**src/rtl/nonce_report_tx.sv**
```systemverilog
// Golden-nonce report packetiser: queues nonces and sends each as SYNC + 4 LE bytes.
// Optional trailing XOR checksum byte when CHECKSUM_EN is defined.
module nonce_report_tx #(
  parameter int          FIFO_DEPTH_LOG2 = 2,
  parameter logic [7:0]  SYNC_BYTE       = 8'hA5
) (
  input  logic                     comm_clk,
  input  logic                     reset,
  input  logic [31:0]              golden_nonce,
  input  logic                     new_golden_nonce,
  input  logic                     flush,
  output logic [7:0]               tx_data,
  output logic                     tx_valid,
  input  logic                     tx_ready,
  output logic                     busy,
  output logic [FIFO_DEPTH_LOG2:0] pending_count,
  output logic [7:0]               drop_count
);
  localparam int AW    = FIFO_DEPTH_LOG2;
  localparam int DEPTH = 1 << AW;

  typedef enum logic [1:0] {ST_IDLE, ST_SYNC, ST_DATA, ST_CSUM} state_t;

  logic [31:0] r_mem [DEPTH];
  logic [AW:0] r_wptr, r_rptr;
  logic [AW:0] r_pending;
  logic [7:0]  r_drop;
  state_t      r_state;
  logic [1:0]  r_idx;
  logic [31:0] r_shift;
  logic [7:0]  r_tx_data;
  logic        r_tx_valid;
`ifdef CHECKSUM_EN
  logic [7:0]  r_csum;
`endif

  logic        w_empty, w_full, w_pop, w_push, w_drop, w_xfer;
  logic [31:0] w_head;
  logic [AW:0] w_wptr_nxt, w_rptr_nxt;

  assign w_empty = (r_wptr == r_rptr);
  assign w_full  = (r_wptr[AW] != r_rptr[AW]) && (r_wptr[AW-1:0] == r_rptr[AW-1:0]);
  assign w_pop   = (r_state == ST_IDLE) && !w_empty;
  // A pop frees a slot in the same cycle, so a full FIFO still accepts a push then.
  assign w_push  = new_golden_nonce && !flush && (!w_full || w_pop);
  assign w_drop  = new_golden_nonce && !flush && w_full && !w_pop;
  assign w_xfer  = r_tx_valid && tx_ready;
  assign w_head  = r_mem[r_rptr[AW-1:0]];

  assign w_wptr_nxt = r_wptr + (AW+1)'(w_push);
  assign w_rptr_nxt = flush ? r_wptr : (r_rptr + (AW+1)'(w_pop));

  always_ff @(posedge comm_clk) begin
    if (!reset && w_push) r_mem[r_wptr[AW-1:0]] <= golden_nonce;
  end

  always_ff @(posedge comm_clk) begin
    if (reset) begin
      r_wptr    <= '0;
      r_rptr    <= '0;
      r_pending <= '0;
      r_drop    <= '0;
    end else begin
      r_wptr    <= w_wptr_nxt;
      r_rptr    <= w_rptr_nxt;
      r_pending <= w_wptr_nxt - w_rptr_nxt;
      if (w_drop && r_drop != 8'hFF) r_drop <= r_drop + 8'd1;
    end
  end

  always_ff @(posedge comm_clk) begin
    if (reset) begin
      r_state    <= ST_IDLE;
      r_idx      <= '0;
      r_shift    <= '0;
      r_tx_data  <= '0;
      r_tx_valid <= 1'b0;
`ifdef CHECKSUM_EN
      r_csum     <= '0;
`endif
    end else begin
      case (r_state)
        ST_IDLE: if (!w_empty) begin
          r_shift    <= w_head;
          r_tx_data  <= SYNC_BYTE;
          r_tx_valid <= 1'b1;
          r_state    <= ST_SYNC;
`ifdef CHECKSUM_EN
          r_csum     <= w_head[7:0] ^ w_head[15:8] ^ w_head[23:16] ^ w_head[31:24];
`endif
        end
        ST_SYNC: if (w_xfer) begin
          r_tx_data <= r_shift[7:0];
          r_shift   <= {8'h00, r_shift[31:8]};
          r_idx     <= '0;
          r_state   <= ST_DATA;
        end
        ST_DATA: if (w_xfer) begin
          if (r_idx == 2'd3) begin
`ifdef CHECKSUM_EN
            r_tx_data  <= r_csum;
            r_state    <= ST_CSUM;
`else
            r_tx_valid <= 1'b0;
            r_state    <= ST_IDLE;
`endif
          end else begin
            r_tx_data <= r_shift[7:0];
            r_shift   <= {8'h00, r_shift[31:8]};
            r_idx     <= r_idx + 2'd1;
          end
        end
        default: if (w_xfer) begin
          r_tx_valid <= 1'b0;
          r_state    <= ST_IDLE;
        end
      endcase
    end
  end

  assign tx_data       = r_tx_data;
  assign tx_valid      = r_tx_valid;
  assign busy          = (r_state != ST_IDLE);
  assign pending_count = r_pending;
  assign drop_count    = r_drop;
endmodule

```
**config.mk**
```make
export PLATFORM = sky130hd
export DESIGN_NAME = nonce_report_tx
export DESIGN_NICKNAME = d
export VERILOG_FILES = /design/src/rtl/nonce_report_tx.sv
export SDC_FILE = /design/constraint.sdc
export NUM_CORES = 1
export LEC_CHECK = 0
export ABC_AREA = 1
export BUFFER_PORTS_ARGS = -buffer_cell sky130_fd_sc_hd__buf_2
export CORE_MARGIN = 2
export CORE_UTILIZATION = 57
export CTS_CLUSTER_SIZE = 16
export DETAILED_ROUTE_END_ITERATION = 8
export PLACE_DENSITY_LB_ADDON = 0.2
export SLEW_MARGIN = 20
export SYNTH_ARGS = -nofsm -noshare
export SYNTH_HDL_FRONTEND = slang
export SYNTH_SLANG_ARGS = --single-unit
export TNS_END_PERCENT = 100
```
**constraint.sdc**
```tcl
create_clock -name comm_clk -period 5.06 [get_ports comm_clk]
set_input_delay 0.506 -clock comm_clk [delete_from_list [all_inputs] [get_ports comm_clk]]
set_output_delay 0.506 -clock comm_clk [all_outputs]
set_load 0.05 [all_outputs]
```
==> results.json <==
{
  "grt_max_degree": 67,
  "synth_commonest_cells": "nand2_1 (226), nor2_1 (220), edfxtp_1 (128)",
  "antenna_cells": 0,
  "htreeDepth": 4,
  "via_per_inst": 5.09,
  "cp_cell_sequence": "inv_2 > nand2_1 > nand2_1 > nor2_4 > nand2_1 > nand2_1 > inv_1 > ha_1 > nand2_1 > nand2_1 > ha_1 > fa_1 > inv_1 > xor2_1 > nor2_1 > nor3_1",
  "grt_use_met1_pct": 28.6,
  "dp_hpwl_um": 9250,
  "syn_inst": 898,
  "ys_warn_count": 0,
  "routed_wl_um": 15600,
  "die-area_mm2": 0.0153,
  "drt_pass1_iterations": 5,
  "syn_nets": 948,
  "gp_congestion": 0.812,
  "ant_nets": 0,
  "clock_path_buffers": 2,
  "vdd.ir_drop.worst_v": 0.000264,
  "synth-xor-area-share_pct": 0.428,
  "clk_pin_slew_ns": 0.07,
  "rr_startpoint": "r_rptr[0]",
  "hold_buffers": 0,
  "placed_cell_area_mm2": 0.00857,
  "crit_path_frequent_cell": "nand2_1",
  "drv_cap": 0,
  "ys_types": 30,
  "finalSetupViolCount": 0,
  "holdPathStages": 1,
  "min_path_type": "in2reg",
  "fmax_mhz": 342,
  "cp-end-kind": "flip-flop",
  "max_slew.worst_pin.slew_ns": 0.966,
  "cp_slowest_cell": "inv_2",
  "startpoint": "r_rptr[0]",
  "num_vias": 5767,
  "top_usage_layer": "met2",
  "synth_top_family_by_area": "simple AND/OR/NAND/NOR gates",
  "fin_crit_sh_pct": 57.8,
  "drt_iter0_markers": 412,
  "yosys-top-cells-area": "edfxtp_1 (47%), dfxtp_1 (15%), nand2_1 (10%)",
  "ys_seq_area_share_pct": 62.1,
  "worst_skew_pair.late_latency_ns": 0.43,
  "critPathKind": "reg2reg",
  "synthAdderAreaFrac_pct": 2.08,
  "rows": 43,
  "critPathMaxStageDelay_ns": 0.67,
  "syn_area_mm2": 0.00819,
  "synth_compound_area_share_pct": 5.74,
  "post_drt_wl_per_cell_um": 13.7,
  "grt-ovfl-total": 0,
  "grtUsageMet3_pct": 5.04,
  "core_mm2": 0.0139,
  "cts_resized": 0,
  "port_buffers": 57,
  "fin_crit_ns": 2.92,
  "area_growth_pct": 11.8,
  "drc": 0,
  "use_met2_pct": 36.8,
  "yosys.area_share.simple_pct": 24.3,
  "fin_skew_ns": 0.0101,
  "cp.arrival_ns": 3.27,
  "reg2reg_depth": 16,
  "synth_edf_count": 128,
  "tns_ns": 0,
  "slew_viol_final": 0,
  "cts_buffers": 17,
  "cts_tree": "built",
  "avgSynthCellArea_um2": 9.12,
  "status": "completed",
  "rsz0062_at_grt": "no",
  "cts_sinks": 190,
  "async_reset_ff_share_pct": 0,
  "synth_top_cell_by_area": "edfxtp_1",
  "post_cts_buffers": 0,
  "antenna_found_initial": 0,
  "muxShareOfSynthArea_pct": 0,
  "min-delay-start": "golden_nonce[21]",
  "synth_top_area_share_pct": 46.9,
  "start_util_pct": 58.8,
  "hold_viol": 0,
  "die_h_um": 124,
  "critical_path.max_fanout": 65,
  "pin_count": 58,
  "die_w_um": 124,
  "max-slew-margin-rel_pct": 35.2,
  "synth_flop_cell": "edfxtp_1",
  "synth-seq-cells": 190,
  "grt_first_pass_wirelength_um": 25500,
  "startpoint_type": "flip-flop",
  "yosysMostFrequentCell": "nand2_1",
  "power_leakage_nw": 3.83,
  "gr-usage-all-layers_pct": 22.0,
  "worstPathRequired_ns": 5.41,
  "grt_pass1_vias": 5271,
  "final_nets": 990,
  "finalInstanceArea_mm2": 0.00915,
  "clockRootBuffer": "clkbuf_16",
  "power_density_mw_per_mm2": 520,
  "drive_gt1_share_pct": 13.3
}
-- cells in the final DEF, fill, tap and decap left out, types with 4 or more instances in the layout --
master	Yosys	layout
clkbuf_16	0	17
ha_1	12	12
dfxtp_1	62	61
nor2_2	20	20
buf_2	10	57
nor3_2	0	4
buf_4	1	8
nand3_1	14	14
edfxtp_1	128	128
nor2_1	220	220
o21ai_1	11	11
inv_1	55	54
nor3_1	8	4
o21ai_0	68	68
nand2_1	226	226
a21oi_1	13	13
clkinvlp_4	0	6
-- metrics by stage --
stage	utilization (%)	total power [mW]	hold WS (ns)	setup slack, ns	instances
finish	65.7	4.76	0.289	2.14	1133
global route	65.7	5.09	0.279	1.84	1133
CTS	65.7	4.78	0.277	2.11	1133
detailed placement	61.5	3.47	0.467	2.13	1101
global placement	61.5	3.46	0.457	2.22	1101
floorplan	-	3.24	0.448	1.32	898
-- worst paths after layout --
path                            slack [ns]                to
worst max register to register        2.14  pending_count[2]
worst min register to register        0.48        tx_data[7]
worst max-delay path                  2.14  pending_count[2]
worst min-delay path                  0.29      r_mem[3][21]
-- metal layers --
metal | vias to the layer above | part of all wire [%]
met5 | - | 0
met4 | 0 | 1.3
met3 | 14 | 4.9
met2 | 136 | 48
met1 | 2650 | 46
li1 | 2967 | -
-- cell type report --
type / instances / area (um2)
Sequential cell: 190 / 5090
Fill cell: 1102 / 4780
Multi-Input combinational cell: 607 / 2690
Clock buffer: 18 / 429
Timing Repair Buffer: 65 / 345
Tap cell: 180 / 225
Inverter: 59 / 221
Clock inverter: 14 / 158
-- logic make-up (layout without fill, tap and decap cells) --
kind of cell             Yosys count  count (layout)
AND/OR/NAND/NOR                  497             497
flip-flops                       190             190
AO/OA/AOI/OAI                     93              93
adder cells (fa/ha/maj)           13              13
buffers and inverters            101             156
XOR/XNOR                           4               4
-- flip-flops by register name, indices dropped and copies added (netlist names) --
name and count:
r_mem 128, r_shift 32, drop_count 8, tx_data 8, pending_count 3, r_rptr 3
r_wptr 3, r_idx 2, r_state 2, tx_valid 1
-- power breakdown --
part	switching, mW	internal [mW]	leakage (nW)
Clock	0.583	0.737	0.267
Sequential	0.0833	1.84	1.67
Combinational	1.07	0.444	1.90
Total	1.74	3.02	3.83
-- critical path: cells and delay by family (launching register included) --
family	cells	cell delay [ns]
buffers and inverters	3	0.81
flip-flops	1	0.32
AND/OR/NAND/NOR	9	0.77
XOR/XNOR	1	0.16
adder cells (fa/ha/maj)	3	0.77
Note: power is estimated with default switching activity, not from simulation.
